--- src/rtl/vga_pkg.sv ---
// vga_pkg: timing constants and decoder state encoding shared by the VGA
// blocks (vga_control on the transmit side, vga_sync_decoder on the receive
// side).
//
// Contents:
//   VGA_*         640x480 @ 60 Hz timing, in pixel ticks and lines
//   dec_state_t   decoder qualification state (SEARCH=0, TRACK=1, LOCKED=2)
//   in_range()    window test used for the active-area decode
package vga_pkg;

   localparam int VGA_H_TOTAL  = 800;
   localparam int VGA_H_START  = 144;
   localparam int VGA_H_ACTIVE = 640;
   localparam int VGA_V_TOTAL  = 525;
   localparam int VGA_V_START  = 35;
   localparam int VGA_V_ACTIVE = 480;

   typedef enum logic [1:0] {
      ST_SEARCH = 2'd0,
      ST_TRACK  = 2'd1,
      ST_LOCKED = 2'd2
   } dec_state_t;

   // True when start <= cnt < start + len.
   function automatic logic in_range(input logic [9:0] cnt, input int start, input int len);
      return (int'(cnt) >= start) && (int'(cnt) < start + len);
   endfunction

endpackage

--- src/rtl/sync_edge_det.sv ---
// sync_edge_det: brings one asynchronous sync line into the clock domain and
// flags its leading (inactive-to-active) edge.
//
// Ports:
//   clk        system clock
//   rst_n      asynchronous active-low reset
//   ce         pixel-rate enable; every register advances only when high
//   sync_raw   sync input as seen on the pin
//   lead_edge  one-tick pulse (qualified by ce) on a leading edge
//
// Parameter ACTIVE_LOW selects the pin polarity. The pin is normalized to
// active-high ahead of the synchronizer so that the all-zero reset state of
// the flops means "inactive"; a pin that idles active-low therefore cannot
// produce a false edge on the first tick after reset.
module sync_edge_det #(
   parameter int ACTIVE_LOW = 1
) (
   input  logic clk,
   input  logic rst_n,
   input  logic ce,
   input  logic sync_raw,
   output logic lead_edge
);

   logic sync_norm;
   logic sync_s1;
   logic sync_s2;
   logic sync_prev;

   assign sync_norm = (ACTIVE_LOW != 0) ? ~sync_raw : sync_raw;

   always_ff @(posedge clk or negedge rst_n) begin
      if (!rst_n) begin
         sync_s1   <= 1'b0;
         sync_s2   <= 1'b0;
         sync_prev <= 1'b0;
      end else if (ce) begin
         sync_s1   <= sync_norm;
         sync_s2   <= sync_s1;
         sync_prev <= sync_s2;
      end
   end

   assign lead_edge = ce & sync_s2 & ~sync_prev;

endmodule

--- src/rtl/vga_sync_decoder.sv ---
// vga_sync_decoder: recovers pixel column/row from an hsync/vsync pair,
// measures line and frame lengths, and qualifies the timing over successive
// frames before reporting lock.
//
// Ports:
//   clk_50         system clock
//   rst            asynchronous active-low reset
//   pix_ce         pixel-rate enable; all state advances only when high
//   horiz_sync_in  hsync pin
//   vert_sync_in   vsync pin
//   pixel_column   recovered column, 0 outside the active window
//   pixel_row      recovered row, 0 outside the active window
//   video_on       locked and inside the active window
//   locked         timing qualified (FSM in LOCKED)
//   line_err       one-tick pulse: measured line length differs from H_TOTAL
//   frame_err      one-tick pulse: measured frame length differs from V_TOTAL
//   lost_lock      one-tick pulse on LOCKED -> SEARCH
//   h_meas         last measured line length (0 unless VGA_DEC_MEAS_EN)
//   v_meas         last measured frame length (0 unless VGA_DEC_MEAS_EN)
//   fsm_state      current qualification state (dec_state_t encoding)
//
// Build option: define VGA_DEC_MEAS_EN to keep the h_meas/v_meas registers;
// without it both ports read 0 and lock/error behaviour is identical.
//
// Latency: a pin change is sampled on tick n, and the counter it resets reads
// 0 after tick n+2. Pixel data must be delayed by 2 ticks to line up.
module vga_sync_decoder
   import vga_pkg::*;
#(
   parameter int H_TOTAL         = VGA_H_TOTAL,
   parameter int H_START         = VGA_H_START,
   parameter int H_ACTIVE        = VGA_H_ACTIVE,
   parameter int V_TOTAL         = VGA_V_TOTAL,
   parameter int V_START         = VGA_V_START,
   parameter int V_ACTIVE        = VGA_V_ACTIVE,
   parameter int SYNC_ACTIVE_LOW = 1,
   parameter int LOCK_FRAMES     = 2
) (
   input  logic       clk_50,
   input  logic       rst,
   input  logic       pix_ce,
   input  logic       horiz_sync_in,
   input  logic       vert_sync_in,
   output logic [9:0] pixel_column,
   output logic [9:0] pixel_row,
   output logic       video_on,
   output logic       locked,
   output logic       line_err,
   output logic       frame_err,
   output logic       lost_lock,
   output logic [9:0] h_meas,
   output logic [9:0] v_meas,
   output logic [1:0] fsm_state
);

   logic        h_edge;
   logic        v_edge;
   logic [9:0]  hcnt;
   logic [9:0]  vcnt;
   logic        vpend;
   logic        v_reset;
   logic [10:0] line_len;
   logic [10:0] frame_len;
   logic        line_bad;
   logic        frame_bad;
   logic        watchdog;
   logic        in_win;

   dec_state_t  state;
   dec_state_t  state_n;
   logic [3:0]  good;
   logic [3:0]  good_n;
   logic        skip_line;
   logic        skip_n;
   logic        frame_bad_acc;
   logic        acc_n;
   logic        lost_n;

   sync_edge_det #(.ACTIVE_LOW(SYNC_ACTIVE_LOW)) u_hsync (
      .clk       (clk_50),
      .rst_n     (rst),
      .ce        (pix_ce),
      .sync_raw  (horiz_sync_in),
      .lead_edge (h_edge)
   );

   sync_edge_det #(.ACTIVE_LOW(SYNC_ACTIVE_LOW)) u_vsync (
      .clk       (clk_50),
      .rst_n     (rst),
      .ce        (pix_ce),
      .sync_raw  (vert_sync_in),
      .lead_edge (v_edge)
   );

   // A frame boundary is always taken on an hsync edge: either the one
   // coinciding with the vsync edge, or the first one after it (vpend).
   assign v_reset   = h_edge & (vpend | v_edge);
   assign line_len  = {1'b0, hcnt} + 11'd1;
   assign frame_len = {1'b0, vcnt} + 11'd1;
   assign watchdog  = (hcnt == 10'h3FF);

   // The line closing at the first hsync edge after entering TRACK started
   // before qualification began, so it is not judged.
   assign line_bad  = h_edge && (state != ST_SEARCH) && !skip_line &&
                      (line_len != 11'(H_TOTAL));
   assign frame_bad = v_reset && (state != ST_SEARCH) &&
                      (frame_len != 11'(V_TOTAL));

   always_ff @(posedge clk_50 or negedge rst) begin
      if (!rst) begin
         hcnt  <= '0;
         vcnt  <= '0;
         vpend <= 1'b0;
      end else if (pix_ce) begin
         if (h_edge) begin
            hcnt <= '0;
         end else if (hcnt != 10'h3FF) begin
            hcnt <= hcnt + 10'd1;
         end
         if (v_reset) begin
            vcnt  <= '0;
            vpend <= 1'b0;
         end else begin
            if (h_edge) vcnt  <= vcnt + 10'd1;
            if (v_edge) vpend <= 1'b1;
         end
      end
   end

   always_comb begin
      state_n = state;
      good_n  = good;
      skip_n  = skip_line;
      acc_n   = frame_bad_acc;
      lost_n  = 1'b0;

      if (h_edge)   skip_n = 1'b0;
      if (line_bad) acc_n  = 1'b1;
      if (v_reset)  acc_n  = 1'b0;

      case (state)
         ST_SEARCH: begin
            if (v_reset) begin
               state_n = ST_TRACK;
               good_n  = '0;
               skip_n  = 1'b1;
            end
         end
         ST_TRACK: begin
            if (v_reset) begin
               // The closing line's error is not in the accumulator yet.
               if (!frame_bad_acc && !line_bad && !frame_bad) begin
                  good_n = good + 4'd1;
                  if (good + 4'd1 == 4'(LOCK_FRAMES)) state_n = ST_LOCKED;
               end else begin
                  good_n = '0;
               end
            end
         end
         ST_LOCKED: begin
            if (line_bad || frame_bad) begin
               state_n = ST_SEARCH;
               lost_n  = 1'b1;
            end
         end
         default: state_n = ST_SEARCH;
      endcase

      // A stalled hsync overrides everything else, in every state.
      if (watchdog) begin
         state_n = ST_SEARCH;
         lost_n  = (state == ST_LOCKED);
      end
   end

   always_ff @(posedge clk_50 or negedge rst) begin
      if (!rst) begin
         state         <= ST_SEARCH;
         good          <= '0;
         skip_line     <= 1'b0;
         frame_bad_acc <= 1'b0;
         line_err      <= 1'b0;
         frame_err     <= 1'b0;
         lost_lock     <= 1'b0;
      end else if (pix_ce) begin
         state         <= state_n;
         good          <= good_n;
         skip_line     <= skip_n;
         frame_bad_acc <= acc_n;
         line_err      <= line_bad;
         frame_err     <= frame_bad;
         lost_lock     <= lost_n;
      end
   end

`ifdef VGA_DEC_MEAS_EN
   logic [9:0] h_meas_q;
   logic [9:0] v_meas_q;

   always_ff @(posedge clk_50 or negedge rst) begin
      if (!rst) begin
         h_meas_q <= '0;
         v_meas_q <= '0;
      end else if (pix_ce) begin
         if (h_edge)  h_meas_q <= line_len[9:0];
         if (v_reset) v_meas_q <= frame_len[9:0];
      end
   end

   assign h_meas = h_meas_q;
   assign v_meas = v_meas_q;
`else
   assign h_meas = '0;
   assign v_meas = '0;
`endif

   assign in_win       = in_range(hcnt, H_START, H_ACTIVE) &&
                         in_range(vcnt, V_START, V_ACTIVE);
   assign pixel_column = in_win ? (hcnt - 10'(H_START)) : '0;
   assign pixel_row    = in_win ? (vcnt - 10'(V_START)) : '0;
   assign locked       = (state == ST_LOCKED);
   assign video_on     = locked & in_win;
   assign fsm_state    = state;

endmodule

--- config.mk ---
export PLATFORM = sky130hd
export DESIGN_NAME = vga_sync_decoder
export DESIGN_NICKNAME = d
export VERILOG_FILES = /design/src/rtl/vga_pkg.sv /design/src/rtl/sync_edge_det.sv /design/src/rtl/vga_sync_decoder.sv
export SDC_FILE = /design/constraint.sdc
export NUM_CORES = 1
export LEC_CHECK = 0
export BUFFER_PORTS_ARGS = -buffer_cell sky130_fd_sc_hd__buf_2
export CORE_MARGIN = 5
export CORE_UTILIZATION = 56
export DETAILED_ROUTE_END_ITERATION = 7
export GPL_TIMING_DRIVEN = 0
export PLACE_DENSITY = 0.88
export SLEW_MARGIN = 10
export SYNTH_ARGS = -nofsm -noshare
export SYNTH_HDL_FRONTEND = slang
export SYNTH_HIERARCHICAL = 1
export SYNTH_SLANG_ARGS = --single-unit
--- constraint.sdc ---
create_clock -name clk_50 -period 2.5 [get_ports clk_50]
set_clock_uncertainty 0.1 [all_clocks]
set_input_delay 0.375 -clock clk_50 [delete_from_list [all_inputs] [get_ports clk_50]]
set_output_delay 0.375 -clock clk_50 [all_outputs]
set_load 0.1 [all_outputs]
==> flow_summary.yaml <==
synth:
  synth.distinct_cells: 53
  mappedNetlistArea_mm2: 0.002706
  post-synth-top-count-cell: "dfrtp_1"
  synth_top_area_cell: "dfrtp_1"
  seq_area_frac_synth_pct: 35.14
  yosys_warnings: 6
  avgSynthCellArea_um2: 8.176
  synth-async-reset-ratio_pct: 100.0
  synth_edf_count: 0
  netlist_top_cells_area: "dfrtp_1 (35%), buf_4 (6.1%), nor2_1 (5.1%)"
  synth-seq-cells: 38
  synth-main-ff-cell: "dfrtp_1"
  yosysTopAreaCellShare_pct: 35.14
  syn_inst: 331
  ys_top_cells_by_count: "dfrtp_1 (38), nor2_1 (37), nand2_1 (33)"
power_and_ir_drop:
  p_comb_share_pct: 48.4
  p_int_mw: 1.276
  p_clk_share_pct: 17.8
  peakVddDrop_uv: 767.5
  pwr_density_cell_mw_per_mm2: 636.9
  p_sw_mw: 1.186
  p_total_mw: 2.462
  seqPwrFrac_pct: 33.8
  p_leak_nw: 1.713
  netSwitchingFraction_pct: 48.16
final_layout:
  n_fill_cell: 252
  antennaDiodeCount: 0
  utilization_pct: 81.85
  stdcell_area_mm2: 0.003866
  final_net_count: 415
  layout-drive-gt1-share_pct: 34.66
  area_delta_synth_final_pct: 42.86
clocking:
  clk_latency_ns: 0.30
  clockBufferDepth: 2
  cts_root_buf: "clkbuf_8"
  h-tree-depth: 2
  cts_tree: "yes"
  clkSinkCount: 38
  cts_buffers: 5
  clk_pin_slew_worst_paths_ns: 0.08
floorplanning:
  core-area_mm2: 0.004723
  initial_utilization_pct: 57.30
  die_w_um: 79.52
  dieArea_mm2: 0.006323
  die_h_um: 79.52
  io_pins: 52
  std_cell_rows: 25
sta:
  setup_viol: 21
  tightest_slew_ns: 0.8697
  post-route-period-util_pct: 116.1
  fmax_ghz: 0.3445
  hold_viol: 0
  slew_viol_final: 0
  slew_headroom_pct: 42.02
  postLayoutSetupSlackWorst_ns: -0.4024
  rsz0062_at_grt: "true"
  fin_crit_ns: 2.902
  whs_ns: 0.08503
outcome:
  violations: "setup timing"
  outcome: "complete, but fails checks"
drt:
  vias: 2786
  drc: 0
  drtPass1Iterations: 6
  wire_per_inst_um: 18.09
  ant_nets: 0
  wl_um: 8464
  drt-initial-drc-count: 497
  vias_per_cell: 5.953
grt:
  grt_pass1_vias: 2537
  grt_usage_pct: 25.33
  antenna_found_initial: 0
  grt-ovfl-total: 0
  grt_pass1_wl_um: 12600
  grt_max_degree: 39
worst_setup_path:
  worst-path-buf-inv: 5
  cp_max_fo: 5
  cpLargestDelayFamily: "buffers and inverters"
  crit_arrival_ns: 2.43
  cpMaxStageDelayCell: "dfrtp_1"
  cp_cell_sequence: "buf_6 > inv_1 > ha_2 > nand2b_4 > o211ai_1 > o311ai_4 > buf_6 > buf_12 > nor3_4 > buf_12"
  slowest_delay_ns: 0.43
  path_class: "flip-flop to output pin"
  endpoint_kind: "output pin"
  start_kind: "flip-flop"
  required_ns: 2.03
placement:
  hpwl_um: 4408
  placed_area_mm2: 0.003216
  io_buffers: 31
  post-place-ws_ns: -0.3392
  place_congestion: 0.8864
worst_hold_path:
  min_path_type: "primary input to asynchronous set/reset pin"
flow_run:
  maxCapViolCount: 0
==> through the flow <==
step / setup TNS (ns) / std cells
after floorplan: -4.234 / 350
after global placement: -5.204 / 448
after detailed placement: -6.581 / 448
after CTS: -6.049 / 464
after global routing: -8.497 / 468
final: -7.380 / 468
==> power groups by stage <==
stage / logic (mW) / registers [mW] / clock network [mW]
global route: 1.26 / 0.844 / 0.471
CTS: 1.09 / 0.820 / 0.446
finish: 1.19 / 0.833 / 0.437
floorplan: 0.723 / 0.972 / 0
detailed placement: 1.02 / 0.842 / 0
global placement: 0.998 / 0.836 / 0
==> cells in the final DEF (no fill, tap or decap), types with 13 or more instances in the layout <==
cell type | synthesis | layout
inv_1 | 23 | 21
buf_12 | 0 | 23
conb_1 | 1 | 20
buf_4 | 22 | 32
o21ai_0 | 27 | 27
nand2_1 | 33 | 32
buf_2 | 8 | 17
nor2_1 | 37 | 21
a21oi_1 | 16 | 13
nor2_4 | 0 | 16
dfrtp_1 | 38 | 32
==> kinds of logic (layout without fill, tap and decap cells) <==
family,count (synthesis),in the layout,share of synthesized area [%]
adder cells (fa/ha/maj),9,9,4.161
AO/OA/AOI/OAI,81,81,19.46
multiplexers,4,4,1.849
XOR/XNOR,10,10,3.236
AND/OR/NAND/NOR,123,123,22.75
other,1,20,0.1386
buffers and inverters,65,116,13.27
flip-flops,38,38,35.14
==> layer usage <==
metal	vias up	part of all wire, %	GRT usage (%)
li1	1242	-	-
met1	1303	39	32.83
met2	207	49	41.07
met3	34	9.1	5.192
met4	0	3.0	10.48
met5	-	0	0
==> worst reg2reg max path: stages (launching register included) <==
cell	delay (ns)
dfrtp_2	0.43
ha_4	0.17
buf_4	0.16
and3_1	0.21
a311oi_1	0.33
o21ai_0	0.18
a2bb2oi_2	0.29
nand2_1	0.19
o32ai_1	0.28
==> worst paths after layout <==
kind,depth (start not counted),slack (ns),startpoint,end
max,10,-0.40,hcnt[4],pixel_row[5]
min,1,0.09,rst,vpend
max reg2reg,8,0.08,vcnt[0],good[2]
min reg2reg,2,0.40,skip_line,skip_line
max in group asynchronous,1,1.61,rst,hcnt[0]
min in group clk_50,2,0.16,horiz_sync_in,u_hsync/sync_s1
==> flip-flops by register name, indices dropped and copies added (netlist names) <==
name and count:
u_vsync/sync_s2 1, hcnt 10, u_hsync/sync_s2 1, u_hsync/sync_prev 1, vpend 1, skip_line 1
u_hsync/sync_s1 1, good 4, u_vsync/sync_prev 1, fsm_state 2, lost_lock 1, line_err 1
frame_err 1, frame_bad_acc 1, u_vsync/sync_s1 1, vcnt 10
==> final cells by class <==
type | count | area, um2 | area share, %
Clock buffer | 7 | 86.33 | 2.233
Inverter | 24 | 92.59 | 2.395
Tap cell | 67 | 83.83 | 2.168
Sequential cell | 38 | 958.4 | 24.79
Buffer | 40 | 290.3 | 7.508
Timing Repair Buffer | 45 | 623.1 | 16.12
Multi-Input combinational cell | 247 | 1732 | 44.79
==> repair_timing <==
| item | 4_1_cts | 5_1_grt |
|---|---|---|
| setup endpoints to repair | 21 | 25 |
| hold buffers | 0 | 0 |
| resized for setup | 103 | 16 |
| buffers inserted | 8 | 4 |
| pin swaps | 4 | 7 |
| gates cloned | 2 | 0 |
No activity file was read; power rests on OpenSTA's default activity.
